--- src/rtl/ex_stage_pkg.sv ---
// Shared widths, bus payload layouts, decode constants and divider states for the EX stage.
package ex_stage_pkg;

  localparam int unsigned XLEN         = 32;
  localparam int unsigned STALL_WD     = 6;
  localparam int unsigned ALU_OP_WD    = 12;
  localparam int unsigned ID_TO_EX_WD  = 159;
  localparam int unsigned EX_TO_MEM_WD = 76;
  localparam int unsigned EX_TO_ID_WD  = 38;
  localparam int unsigned STALL_EX     = 2;
  localparam int unsigned STALL_MEM    = 3;

  localparam logic [5:0] FUNCT_MFHI  = 6'h10;
  localparam logic [5:0] FUNCT_MTHI  = 6'h11;
  localparam logic [5:0] FUNCT_MFLO  = 6'h12;
  localparam logic [5:0] FUNCT_MTLO  = 6'h13;
  localparam logic [5:0] FUNCT_MULT  = 6'h18;
  localparam logic [5:0] FUNCT_MULTU = 6'h19;
  localparam logic [5:0] FUNCT_DIV   = 6'h1A;
  localparam logic [5:0] FUNCT_DIVU  = 6'h1B;

  // One-hot ALU op codes, MSB first
  localparam logic [ALU_OP_WD-1:0] OP_ADD  = 12'h800;
  localparam logic [ALU_OP_WD-1:0] OP_SUB  = 12'h400;
  localparam logic [ALU_OP_WD-1:0] OP_SLT  = 12'h200;
  localparam logic [ALU_OP_WD-1:0] OP_SLTU = 12'h100;
  localparam logic [ALU_OP_WD-1:0] OP_AND  = 12'h080;
  localparam logic [ALU_OP_WD-1:0] OP_NOR  = 12'h040;
  localparam logic [ALU_OP_WD-1:0] OP_OR   = 12'h020;
  localparam logic [ALU_OP_WD-1:0] OP_XOR  = 12'h010;
  localparam logic [ALU_OP_WD-1:0] OP_SLL  = 12'h008;
  localparam logic [ALU_OP_WD-1:0] OP_SRL  = 12'h004;
  localparam logic [ALU_OP_WD-1:0] OP_SRA  = 12'h002;
  localparam logic [ALU_OP_WD-1:0] OP_LUI  = 12'h001;

  typedef struct packed {
    logic [XLEN-1:0]      pc;
    logic [XLEN-1:0]      inst;
    logic [ALU_OP_WD-1:0] alu_op;
    logic [2:0]           sel_src1;
    logic [3:0]           sel_src2;
    logic                 ram_en;
    logic [3:0]           ram_wen;
    logic                 rf_we;
    logic [4:0]           rf_waddr;
    logic                 sel_rf_res;
    logic [XLEN-1:0]      rdata1;
    logic [XLEN-1:0]      rdata2;
  } id_ex_t;

  typedef struct packed {
    logic [XLEN-1:0] pc;
    logic            ram_en;
    logic [3:0]      ram_wen;
    logic            sel_rf_res;
    logic            rf_we;
    logic [4:0]      rf_waddr;
    logic [XLEN-1:0] result;
  } ex_mem_t;

  typedef struct packed {
    logic            rf_we;
    logic [4:0]      rf_waddr;
    logic [XLEN-1:0] result;
  } ex_id_t;

  typedef enum logic [1:0] {
    DIV_IDLE = 2'd0,
    DIV_BUSY = 2'd1,
    DIV_DONE = 2'd2
  } div_state_e;

  function automatic logic [XLEN-1:0] abs32(input logic [XLEN-1:0] x, input logic sgn);
    return (sgn && x[XLEN-1]) ? XLEN'(-x) : x;
  endfunction

endpackage

--- src/rtl/ex_stage_if.sv ---
// ID-to-EX input bus plus every EX output toward MEM, ID and the data SRAM.
interface ex_stage_if;
  import ex_stage_pkg::*;

  id_ex_t          id_to_ex_bus;
  ex_mem_t         ex_to_mem_bus;
  ex_id_t          ex_to_id_bus;
  logic            is_lw;
  logic            stallreq_for_ex;
  logic            data_sram_en;
  logic [3:0]      data_sram_wen;
  logic [XLEN-1:0] data_sram_addr;
  logic [XLEN-1:0] data_sram_wdata;

  modport master (
    output id_to_ex_bus,
    input  ex_to_mem_bus, ex_to_id_bus, is_lw, stallreq_for_ex,
    input  data_sram_en, data_sram_wen, data_sram_addr, data_sram_wdata
  );

  modport slave (
    input  id_to_ex_bus,
    output ex_to_mem_bus, ex_to_id_bus, is_lw, stallreq_for_ex,
    output data_sram_en, data_sram_wen, data_sram_addr, data_sram_wdata
  );
endinterface

--- src/rtl/ex_stage_div_iter.sv ---
// 32-step restoring divider on operand magnitudes; signs and divide-by-zero fixed up at the output.
module div_iter
  import ex_stage_pkg::*;
(
  input  logic            clk,
  input  logic            rst,
  input  logic            i_start,
  input  logic            i_signed,
  input  logic            i_ack,
  input  logic [XLEN-1:0] i_a,
  input  logic [XLEN-1:0] i_b,
  output logic            o_busy,
  output logic            o_done,
  output logic [XLEN-1:0] o_quotient,
  output logic [XLEN-1:0] o_remainder
);

  div_state_e      r_state;
  div_state_e      w_state_next;
  logic [4:0]      r_count;
  logic [XLEN-1:0] r_rem;
  logic [XLEN-1:0] r_quo;
  logic [XLEN-1:0] r_div;
  logic            r_neg_q;
  logic            r_neg_r;
  logic            r_b_zero;

  logic [XLEN:0]   w_shift;
  logic [XLEN+1:0] w_diff;
  logic            w_borrow;

  always_ff @(posedge clk or negedge rst) begin
    if (!rst) r_state <= DIV_IDLE;
    else      r_state <= w_state_next;
  end

  always_comb begin
    w_state_next = r_state;
    unique case (r_state)
      DIV_IDLE: if (i_start)              w_state_next = DIV_BUSY;
      DIV_BUSY: if (r_count == 5'd31)     w_state_next = DIV_DONE;
      DIV_DONE: if (i_ack)                w_state_next = DIV_IDLE;
      default:                            w_state_next = DIV_IDLE;
    endcase
  end

  // Quotient bits are shifted into r_quo as the dividend bits shift out of it
  assign w_shift  = {r_rem, r_quo[XLEN-1]};
  assign w_diff   = {1'b0, w_shift} - {2'b00, r_div};
  assign w_borrow = w_diff[XLEN+1];

  always_ff @(posedge clk or negedge rst) begin
    if (!rst) begin
      r_count  <= '0;
      r_rem    <= '0;
      r_quo    <= '0;
      r_div    <= '0;
      r_neg_q  <= 1'b0;
      r_neg_r  <= 1'b0;
      r_b_zero <= 1'b0;
    end else begin
      unique case (r_state)
        DIV_IDLE: if (i_start) begin
          r_count  <= '0;
          r_rem    <= '0;
          r_quo    <= abs32(i_a, i_signed);
          r_div    <= abs32(i_b, i_signed);
          r_neg_q  <= i_signed & (i_a[XLEN-1] ^ i_b[XLEN-1]);
          r_neg_r  <= i_signed & i_a[XLEN-1];
          r_b_zero <= (i_b == '0);
        end
        DIV_BUSY: begin
          r_rem   <= w_borrow ? w_shift[XLEN-1:0] : w_diff[XLEN-1:0];
          r_quo   <= {r_quo[XLEN-2:0], ~w_borrow};
          r_count <= r_count + 5'd1;
        end
        default: ;
      endcase
    end
  end

  assign o_busy      = (r_state == DIV_BUSY);
  assign o_done      = (r_state == DIV_DONE);
  // A zero divisor leaves the dividend as remainder; only the quotient needs forcing
  assign o_quotient  = r_b_zero ? '1 : (r_neg_q ? XLEN'(-r_quo) : r_quo);
  assign o_remainder = r_neg_r ? XLEN'(-r_rem) : r_rem;

endmodule

--- src/rtl/ex_stage.sv ---
// MIPS execute stage: ID/EX register, inline ALU, HI/LO with multiplier and iterative divider.
module ex_stage
  import ex_stage_pkg::*;
(
  input  logic                clk,
  input  logic                rst,
  input  logic [STALL_WD-1:0] stall,
  ex_stage_if.slave           bus
);

  id_ex_t          r_id;
  logic [XLEN-1:0] r_hi;
  logic [XLEN-1:0] r_lo;

  logic            w_special;
  logic [5:0]      w_funct;
  logic            w_is_mult, w_is_div, w_is_mfhi, w_is_mflo, w_is_mthi, w_is_mtlo;
  logic            w_is_mf;
  logic [XLEN-1:0] w_src1, w_src2, w_alu_res, w_result;
  logic [4:0]      w_shamt;
  logic [2*XLEN-1:0] w_mul_a, w_mul_b, w_prod;
  logic            w_div_busy, w_div_done, w_stallreq;
  logic [XLEN-1:0] w_div_q, w_div_r;
  logic            w_leave;
  logic            w_unused_ok;

  // Bubble when EX holds but MEM advances; otherwise load unless EX is held
  always_ff @(posedge clk or negedge rst) begin
    if (!rst)                                     r_id <= '0;
    else if (stall[STALL_EX] && !stall[STALL_MEM]) r_id <= '0;
    else if (!stall[STALL_EX])                    r_id <= bus.id_to_ex_bus;
  end

  assign w_special = (r_id.inst[31:26] == 6'd0);
  assign w_funct   = r_id.inst[5:0];
  assign w_is_mult = w_special && (w_funct == FUNCT_MULT || w_funct == FUNCT_MULTU);
  assign w_is_div  = w_special && (w_funct == FUNCT_DIV  || w_funct == FUNCT_DIVU);
  assign w_is_mfhi = w_special && (w_funct == FUNCT_MFHI);
  assign w_is_mflo = w_special && (w_funct == FUNCT_MFLO);
  assign w_is_mthi = w_special && (w_funct == FUNCT_MTHI);
  assign w_is_mtlo = w_special && (w_funct == FUNCT_MTLO);
  assign w_is_mf   = w_is_mfhi | w_is_mflo;
  assign w_unused_ok = ^r_id.inst[25:16];

  always_comb begin
    w_src1 = r_id.rdata1;
    if      (r_id.sel_src1[0]) w_src1 = r_id.rdata1;
    else if (r_id.sel_src1[1]) w_src1 = r_id.pc;
    else if (r_id.sel_src1[2]) w_src1 = {27'd0, r_id.inst[10:6]};
  end

  always_comb begin
    w_src2 = '0;
    if      (r_id.sel_src2[0]) w_src2 = r_id.rdata2;
    else if (r_id.sel_src2[1]) w_src2 = {{16{r_id.inst[15]}}, r_id.inst[15:0]};
    else if (r_id.sel_src2[2]) w_src2 = 32'd8;
    else if (r_id.sel_src2[3]) w_src2 = {16'd0, r_id.inst[15:0]};
  end

  assign w_shamt = w_src1[4:0];

  always_comb begin
    w_alu_res = '0;
    unique case (r_id.alu_op)
      OP_ADD:  w_alu_res = w_src1 + w_src2;
      OP_SUB:  w_alu_res = w_src1 - w_src2;
      OP_SLT:  w_alu_res = {31'd0, $signed(w_src1) < $signed(w_src2)};
      OP_SLTU: w_alu_res = {31'd0, w_src1 < w_src2};
      OP_AND:  w_alu_res = w_src1 & w_src2;
      OP_NOR:  w_alu_res = ~(w_src1 | w_src2);
      OP_OR:   w_alu_res = w_src1 | w_src2;
      OP_XOR:  w_alu_res = w_src1 ^ w_src2;
      OP_SLL:  w_alu_res = w_src2 << w_shamt;
      OP_SRL:  w_alu_res = w_src2 >> w_shamt;
      OP_SRA:  w_alu_res = XLEN'($signed(w_src2) >>> w_shamt);
      OP_LUI:  w_alu_res = {w_src2[15:0], 16'd0};
      default: w_alu_res = '0;
    endcase
  end

  // Operands are extended to 64 bits so one multiplier serves signed and unsigned
  assign w_mul_a = {{XLEN{(w_funct == FUNCT_MULT) & r_id.rdata1[XLEN-1]}}, r_id.rdata1};
  assign w_mul_b = {{XLEN{(w_funct == FUNCT_MULT) & r_id.rdata2[XLEN-1]}}, r_id.rdata2};
  assign w_prod  = w_mul_a * w_mul_b;

  div_iter u_div (
    .clk         (clk),
    .rst         (rst),
    .i_start     (w_is_div),
    .i_signed    (w_funct == FUNCT_DIV),
    .i_ack       (!stall[STALL_MEM]),
    .i_a         (r_id.rdata1),
    .i_b         (r_id.rdata2),
    .o_busy      (w_div_busy),
    .o_done      (w_div_done),
    .o_quotient  (w_div_q),
    .o_remainder (w_div_r)
  );

  assign w_stallreq = w_div_busy | (w_is_div & ~w_div_done);
  assign w_leave    = !stall[STALL_MEM];

  // HI/LO change only on the edge where the owning instruction leaves EX
  always_ff @(posedge clk or negedge rst) begin
    if (!rst) begin
      r_hi <= '0;
      r_lo <= '0;
    end else if (w_leave) begin
      if (w_is_mult) begin
        r_hi <= w_prod[2*XLEN-1:XLEN];
        r_lo <= w_prod[XLEN-1:0];
      end else if (w_is_div && w_div_done) begin
        r_hi <= w_div_r;
        r_lo <= w_div_q;
      end else if (w_is_mthi) begin
        r_hi <= r_id.rdata1;
      end else if (w_is_mtlo) begin
        r_lo <= r_id.rdata1;
      end
    end
  end

  assign w_result = w_is_mfhi ? r_hi : (w_is_mflo ? r_lo : w_alu_res);

  always_comb begin
    bus.ex_to_mem_bus.pc         = r_id.pc;
    bus.ex_to_mem_bus.ram_en     = r_id.ram_en;
    bus.ex_to_mem_bus.ram_wen    = r_id.ram_wen;
    bus.ex_to_mem_bus.sel_rf_res = r_id.sel_rf_res;
    bus.ex_to_mem_bus.rf_we      = r_id.rf_we | w_is_mf;
    bus.ex_to_mem_bus.rf_waddr   = w_is_mf ? r_id.inst[15:11] : r_id.rf_waddr;
    bus.ex_to_mem_bus.result     = w_result;
  end

  always_comb begin
    bus.ex_to_id_bus.rf_we    = r_id.rf_we | w_is_mf;
    bus.ex_to_id_bus.rf_waddr = w_is_mf ? r_id.inst[15:11] : r_id.rf_waddr;
    bus.ex_to_id_bus.result   = w_result;
  end

  assign bus.is_lw           = r_id.sel_rf_res;
  assign bus.stallreq_for_ex = w_stallreq;
  assign bus.data_sram_en    = r_id.ram_en;
  assign bus.data_sram_wen   = r_id.ram_wen;
  assign bus.data_sram_addr  = w_result;
  assign bus.data_sram_wdata = r_id.rdata2;

endmodule
--- src/flat_wrapper.sv ---
// flat-port wrapper written by rule: the top's interface ports become plain ports
module ex_stage_flat import ex_stage_pkg::*;
  (clk, rst, stall, bus_id_to_ex_bus, bus_ex_to_mem_bus, bus_ex_to_id_bus, bus_is_lw, bus_stallreq_for_ex, bus_data_sram_en, bus_data_sram_wen, bus_data_sram_addr, bus_data_sram_wdata);
  ex_stage_if bus_i ();
  input  logic clk;
  input  logic rst;
  input  logic [STALL_WD-1:0] stall;
  input wire logic [$bits(bus_i.id_to_ex_bus)-1:0] bus_id_to_ex_bus;
  output wire logic [$bits(bus_i.ex_to_mem_bus)-1:0] bus_ex_to_mem_bus;
  output wire logic [$bits(bus_i.ex_to_id_bus)-1:0] bus_ex_to_id_bus;
  output wire logic [$bits(bus_i.is_lw)-1:0] bus_is_lw;
  output wire logic [$bits(bus_i.stallreq_for_ex)-1:0] bus_stallreq_for_ex;
  output wire logic [$bits(bus_i.data_sram_en)-1:0] bus_data_sram_en;
  output wire logic [$bits(bus_i.data_sram_wen)-1:0] bus_data_sram_wen;
  output wire logic [$bits(bus_i.data_sram_addr)-1:0] bus_data_sram_addr;
  output wire logic [$bits(bus_i.data_sram_wdata)-1:0] bus_data_sram_wdata;
  assign bus_i.id_to_ex_bus = bus_id_to_ex_bus;
  assign bus_ex_to_mem_bus = bus_i.ex_to_mem_bus;
  assign bus_ex_to_id_bus = bus_i.ex_to_id_bus;
  assign bus_is_lw = bus_i.is_lw;
  assign bus_stallreq_for_ex = bus_i.stallreq_for_ex;
  assign bus_data_sram_en = bus_i.data_sram_en;
  assign bus_data_sram_wen = bus_i.data_sram_wen;
  assign bus_data_sram_addr = bus_i.data_sram_addr;
  assign bus_data_sram_wdata = bus_i.data_sram_wdata;
  ex_stage u_core (.clk(clk), .rst(rst), .stall(stall), .bus(bus_i));
endmodule
--- config.mk ---
export PLATFORM = sky130hd
export DESIGN_NAME = ex_stage_flat
export DESIGN_NICKNAME = d
export VERILOG_FILES = /design/src/rtl/ex_stage_pkg.sv /design/src/rtl/ex_stage_if.sv /design/src/rtl/ex_stage_div_iter.sv /design/src/rtl/ex_stage.sv /design/src/flat_wrapper.sv
export SDC_FILE = /design/constraint.sdc
export NUM_CORES = 2
export LEC_CHECK = 0
export CAP_MARGIN = 10
export CORE_UTILIZATION = 35
export CTS_BUF_LIST = sky130_fd_sc_hd__clkbuf_2 sky130_fd_sc_hd__clkbuf_4 sky130_fd_sc_hd__clkbuf_8
export DETAILED_ROUTE_END_ITERATION = 8
export PLACE_DENSITY_LB_ADDON = 0.05
export SYNTH_ARGS = -nofsm -noshare
export SYNTH_HDL_FRONTEND = slang
export SYNTH_SLANG_ARGS = --single-unit
--- constraint.sdc ---
create_clock -name clk -period 8.3 [get_ports clk]
set_input_delay 0.83 -clock clk [delete_from_list [all_inputs] [get_ports clk]]
set_output_delay 0.83 -clock clk [all_outputs]
set_load 0.005 [all_outputs]
After elaboration in Yosys (flattened, before gate mapping)
Cells that the tools add are included.
{"block": "classes", "n_addsub": 8, "mul": 1, "n_lt_le_gt_ge": 2, "n_eq_ne": 28, "n_shift": 3, "muxes": 36, "bitwise": 16, "n_reduce_logical": 24}
{"cell": "two-way mux 32 bit", "n": 23}
{"cell": "case mux 32 bit (12 select lines)", "n": 1}
{"cell": "two-way mux 159 bit", "n": 2}
{"cell": "negator 32 bit", "n": 4}
{"cell": "case mux 32 bit (2 select lines)", "n": 2}
{"cell": "less-than comparator 32 bit", "n": 2}
{"cell": "multiplier 33 x 33 -> 64 bit", "n": 1}
{"cell": "equality test 6 x 5 -> 1 bit, second input constant", "n": 8}
{"cell": "subtractor 33 x 32 -> 34 bit", "n": 1}
{"cell": "adder 32 bit", "n": 1}
{"cell": "AND 32 bit", "n": 1}
{"cell": "zero test 32 bit", "n": 1}
{"cell": "NOT 32 bit", "n": 1}
{"cell": "OR 32 bit", "n": 1}
{"cell": "left shift 32 x 5 -> 32 bit", "n": 1}
{"cell": ">> shifter 32 x 5 -> 32 bit", "n": 1}
{"cell": ">>> shifter 32 x 5 -> 32 bit", "n": 1}
{"cell": "subtractor 32 bit", "n": 1}
{"cell": "bitwise XOR 32 bit", "n": 1}
{"cell": "two-way mux 16 bit", "n": 1}
{"cell": "equality test 12 x 1 -> 1 bit, second input constant", "n": 1}
{"cell": "equality test 12 x 10 -> 1 bit, second input constant", "n": 1}
{"cell": "equality test 12 x 11 -> 1 bit, second input constant", "n": 1}
{"cell": "equality test 12 bit, second input constant", "n": 1}
{"cell": "32 further kinds", "n": 59}
{"block": "word_totals", "ff_bits": 329, "wordCells": 140}

Depth between registers and ports, before layout
{"block": "logic_depth", "word_depth": 9, "mapped_depth": 34, "depth_no_buf": 32}

Cells and area by module
From an unflattened synthesis, not the netlist that was laid out.
{"block": "hier_totals", "hier_cells": 8187, "hier_area_um2": 67158.2}
{"module": "ex_stage", "n_inst": 1, "cells_each": 7125, "area_each_um2": 58563.7, "seq_area_each_um2": 5330.1}
{"module": "div_iter", "n_inst": 1, "cells_each": 1062, "area_each_um2": 8594.5, "seq_area_each_um2": 2652.5}

Least setup slack after synthesis
Ideal clock, no wire load.
{"block": "synth_timing", "path_kind": "register -> register", "start": "reg u_core.r_id[98] (netlist name)", "end": "reg u_core.r_hi[30]", "setup_ps": 135, "arrival_ps": 8403, "path_slack_ps": -238, "path_stages_with_launch": 30, "path_cell_list": "dfrtp_1 > buf_1 > nand2b_1 > nor3_1 > and2_1 > clkbuf_1 > nand2_1 > inv_1 > fa_1 > inv_1 > fa_1 > inv_1 > fa_1 > fa_1 > inv_1 > fa_1 > inv_1 > fa_1 > inv_1 > fa_1 > fa_1 > inv_1 > ha_1 > nand4_1 > or4b_2 > o21ai_0 > nand2_1 > o21ai_0 > xnor2_1 > o21ai_0"}
{"block": "synth_via", "elab_chain_len": 6, "elab_cells_between_ends": 18}
{"element": "from (decl)", "line_no": "ex_stage.sv:11", "source": "id_ex_t r_id;"}
{"element": "from (signal assigned)", "line_no": "ex_stage.sv:31", "source": "else if (!stall[STALL_EX]) r_id <= bus.id_to_ex_bus;"}
{"element": "parallel branches: the longest is 6 deep, another holds multiplier 33 x 33 -> 64 bit"}
{"element": "to (signal assigned)", "line_no": "ex_stage.sv:110", "source": "r_hi <= w_prod[2*XLEN-1:XLEN];"}
{"element": "to (signal assigned)", "line_no": "ex_stage.sv:113", "source": "r_hi <= w_div_r;"}
{"element": "to (signal assigned)", "line_no": "ex_stage.sv:116", "source": "r_hi <= r_id.rdata1;"}
{"element": "to (decl)", "line_no": "ex_stage.sv:12", "source": "logic [XLEN-1:0] r_hi;"}
Several ways; the timed one is not identified.
A chain may end at the register's enable or synchronous reset.

Final worst setup path
{"block": "layout_timing", "start": "reg u_core.r_id[97] (netlist name)", "end": "reg u_core.r_hi[23]"}
Same word-level chain as after synthesis.

==> metrics.log <==
[metrics] Ports: 352
[metrics] maximum operating frequency: 121 MHz
[metrics] Via-to-Cell Ratio: 5.39
[metrics] post-route DRC violation count: 0
[metrics] Worst IR Drop VDD: 0.822 mV
[metrics] share of cell area taken by muxes after synthesis: 1.26%
[metrics] critical path class: register to register
[metrics] number of setup violations in the final report: 0
[metrics] most instantiated flip-flop cell in the synthesis netlist: dfrtp_1
[metrics] fraction of layout instances using a drive strength above 1: 11.8%
[metrics] initial antenna violation count: 14
[metrics] Combinational Power Share: 89.0%
[metrics] post-synthesis adder-cell area fraction: 40.0%
[metrics] critical path endpoint category: register
[metrics] data required time at the worst endpoint: 8.88 ns
[metrics] cells taking the most area after synthesis: fa_1 34%, dfrtp_1 12%, inv_1 8.1%
[metrics] instance area at placement: 0.0757 mm2
[metrics] Crit Path Max Fanout: 7
[metrics] register share of total power: 6.3%
[metrics] number of antenna-violating nets in the routed design: 0
[metrics] Tot GR Track Use: 32.6%
[metrics] Syn-to-layout area delta: 15.5%
[metrics] pins over their slew limit: 0
[metrics] sequential share of the synthesized area: 11.9%
[metrics] Worst Setup Slack, final: 0.0533 ns
[metrics] DR pass1 iterations: 6
[metrics] largest net degree at the start of global routing: 138
[metrics] CP max stage delay: 0.56 ns
[metrics] post-route setup TNS: 0 ns
[metrics] Post-Syn Area per Cell: 8.27 um2
[metrics] register bit total from synthesis: 319
[metrics] worst slack at placement: -0.469 ns
[metrics] leading area contributor after synthesis: fa_1
[metrics] post-DR wirelength/cell: 28.7 um
[metrics] Clk Tree Root Cell: clkbuf_8
[metrics] H-tree levels: 2
[metrics] detailed-route wire length: 316000 um
[metrics] effective utilization at floorplan: 35.3%
[metrics] Worst-path clk slew: 0.07 ns
[metrics] total power density per cell area: 463 mW/mm2
[metrics] core area: 0.191 mm2
[metrics] Crit path top cell by count: fa_1
[metrics] Gate Count Post-Synth: 8148
[metrics] deepest clock path buffer count: 3
[metrics] wire length of the first global-routing pass: 454000 um
[metrics] CP max-delay cell: fa_1
[metrics] RSZ-0062 raised after global routing: true
[metrics] Synthesized Nets: 9790
[metrics] count of hold buffers inserted by post-cts repair: 0
[metrics] vias in the first global route: 61400
[metrics] Post-Route Utilization: 40.8%
[metrics] nature of the critical path startpoint: register
[metrics] CTS tree: yes
[metrics] Leakage Power: 35.2 nW
[metrics] reg2reg setup slack: 0.05 ns
[metrics] Final GP Congestion: 0.999
[metrics] relative contribution of the clock network to total power: 4.7%
[metrics] R2R depth: 34
[metrics] count of buffers inserted at the top-level ports: 337
[metrics] Worst-Skew Late Latency: 0.76 ns
[metrics] switching share of total power: 54.1%
[metrics] die span in y: 441 um
[metrics] Post-synth ARST share: 100%
[metrics] Nets: 10100
[metrics] std cell rows: 160
[metrics] number of vias in the routed layout: 59200
[metrics] headroom to the max-slew limit: 17.6%
[metrics] Clock Skew: 0.0858 ns
[metrics] Design Area, Final: 0.0778 mm2
[metrics] Num Clock Sinks: 319
[metrics] endpoint of the worst-slack reg-to-reg timing path: u_core.r_hi[23]
[metrics] share of the clock period used by the worst path: 99.4%
[metrics] count of unique library cells instantiated by Yosys: 113
[metrics] fill count: 19600
[metrics] Post-Synth Simple-Gate Area: 15.7%
[metrics] synthesis warning total: 0
[metrics] final count of hold timing violations: 0
[metrics] post-synth design cell area: 0.0674 mm2
[metrics] largest family of logic cells by synthesized area: adder cells
[metrics] area fraction of the dominant cell type after synthesis: 33.5%
[metrics] HPWL after detailed placement: 259000 um
[metrics] Iter 0 DRT Violations: 4476
[metrics] internal power: 0.0165 W
[metrics] number of buffers created by CTS: 57
[metrics] actual slew at the worst max-slew pin: 1.22 ns
[metrics] result of the run: complete, no violations
[metrics] Die Outline Area: 0.194 mm2
[metrics] Post-Route Hold Slack: 0.0883 ns
[metrics] signal arrival time at the worst endpoint: 8.83 ns
[metrics] Post-synth EDFFs: 0
[metrics] global-route congestion overflow total: 0
[metrics] Crit Reg-Reg Startpoint: u_core.r_id[97]
[metrics] worst hold path class: input port to asynchronous set/reset pin
[metrics] die outline width: 441 um
[metrics] XOR/XNOR Fraction of Synth Area: 2.93%
[metrics] Switching Power: 0.0194 W
[metrics] synthesized-area fraction occupied by ao, oa, aoi and oai cells: 15.2%
[metrics] time the final worst path needs with I/O delays and setup: 8.25 ns
[metrics] Max Cap Viol: 0
[Yosys cell counts (31+ instances only)]
cell      number
and2_1       311
xnor2_1      116
a211oi_1      52
nand2b_1      39
o221ai_1      31
fa_1        1128
nor2_1       304
mux2i_1       63
o31ai_1       42
xor2_1       109
nand3_1      235
a21oi_1      367
a22oi_1       50
a31oi_1       54
clkbuf_1     378
buf_1        108
nor3_1        50
buf_2         59
ha_1         347
o22ai_1       57
a22o_1        33
buf_4        151
nand2_1     1099
o21ai_0      521
inv_1       1461
dfrtp_1      319
o211ai_1      49
o21ai_1       32
a21o_1        68
and3_1        38
[cells in the final DEF (no fill, tap or decap), drive strengths merged, types with 56 or more instances in the layout]
master | synthesis | final
ha | 347 | 347
a211oi | 56 | 56
nand2 | 1101 | 1101
clkbuf | 378 | 93
dfrtp | 319 | 319
a21o | 68 | 68
nor2 | 308 | 308
inv | 1465 | 1466
buf | 325 | 581
xor2 | 109 | 109
and2 | 311 | 311
mux2i | 63 | 63
xnor2 | 116 | 116
clkdlybuf4s50 | 0 | 334
nand3 | 235 | 235
o21ai | 556 | 556
fa | 1128 | 1128
a21oi | 368 | 368
o22ai | 57 | 57
[cell families after synthesis]
group | after synthesis
AO/OA/AOI/OAI | 1615
XOR/XNOR | 225
adder cells (fa/ha/maj) | 1475
buffers and inverters | 2170
flip-flops | 319
multiplexers | 82
AND/OR/NAND/NOR | 2262
[repair_timing]
item,4_1_cts,5_1_grt
pin swaps,17,110
gates resized for setup,28,137
endpoints found under the setup margin,19,24
buffers inserted,2,11
cloned,1,0
[critical path: cells and delay by family (launching register included)]
family	cells	cell delay [ns]
buffers and inverters	9	0.83
and+or+nand+nor	6	0.90
DFF	1	0.39
AOI/OAI and AO/OA	9	1.48
xor gates and xnor gates	1	0.26
adders and majority gates	9	4.25
[area by class of cell]
class	count	area [um2]	share of cell area (%)
inverter	1467	5510	7.09
clock buffer	92	1150	1.48
multi-input combinational	5659	51200	65.8
antenna	13	32.5	0.0418
timing repair buffer	917	8580	11.0
sequential	319	8080	10.4
clock inverter	15	97.6	0.125
tap	2511	3140	4.04
[state kept, by name (all words and copies together) (netlist names), 4 cells and up]
name / cells
u_core.r_id: 79
u_core.u_div.r_div: 32
u_core.bus.data_sram_wen: 4
u_core.u_div.r_count: 5
u_core.u_div.r_quo: 32
u_core.u_div.r_rem: 32
u_core.r_lo: 32
u_core.bus.ex_to_mem_bus: 32
u_core.r_hi: 32
u_core.bus.data_sram_wdata: 32
[how the worst max path moves through the flow]
stage / endpoint / cells after the start / slack [ns] / startpoint
after detailed placement: u_core.r_hi[26] / 31 / -0.47 / u_core.r_id[100]
after floorplan: u_core.r_hi[30] / 29 / 0.009 / u_core.r_id[98]
after global placement: u_core.r_hi[26] / 33 / -0.46 / u_core.r_id[100]
after CTS: u_core.r_hi[25] / 33 / 0.001 / u_core.r_id[100]
final: u_core.r_hi[23] / 34 / 0.05 / u_core.r_id[97]
after global routing: u_core.r_hi[23] / 34 / -0.13 / u_core.r_id[97]
[routing by layer]
layer  global-route usage [%]  share of wire (%)
met1                     41.6                 41
met2                     54.3                 48
met5                        0             0.0092
met3                     3.08                4.6
met4                     17.9                6.5
[per-stage QoR]
stage	cells	total power, W
final	11000	0.0360
after global routing	11000	0.0388
after CTS	11000	0.0342
after detailed placement	10900	0.0321
after global placement	10900	0.0322
after floorplan	8148	0.0166
[power by group through the flow]
| stage | Clock [W] | Sequential (W) | Combinational, W |
|---|---|---|---|
| 6_report | 0.00168 | 0.00228 | 0.0320 |
| 5_1_grt | 0.00177 | 0.00229 | 0.0347 |
| 4_1_cts | 0.00173 | 0.00226 | 0.0302 |
| 3_5_place_dp | 0 | 0.00229 | 0.0298 |
| 3_3_place_gp | 0 | 0.00228 | 0.0299 |
| 2_1_floorplan | 0 | 0.00197 | 0.0146 |
(Power assumes the default switching activity.)
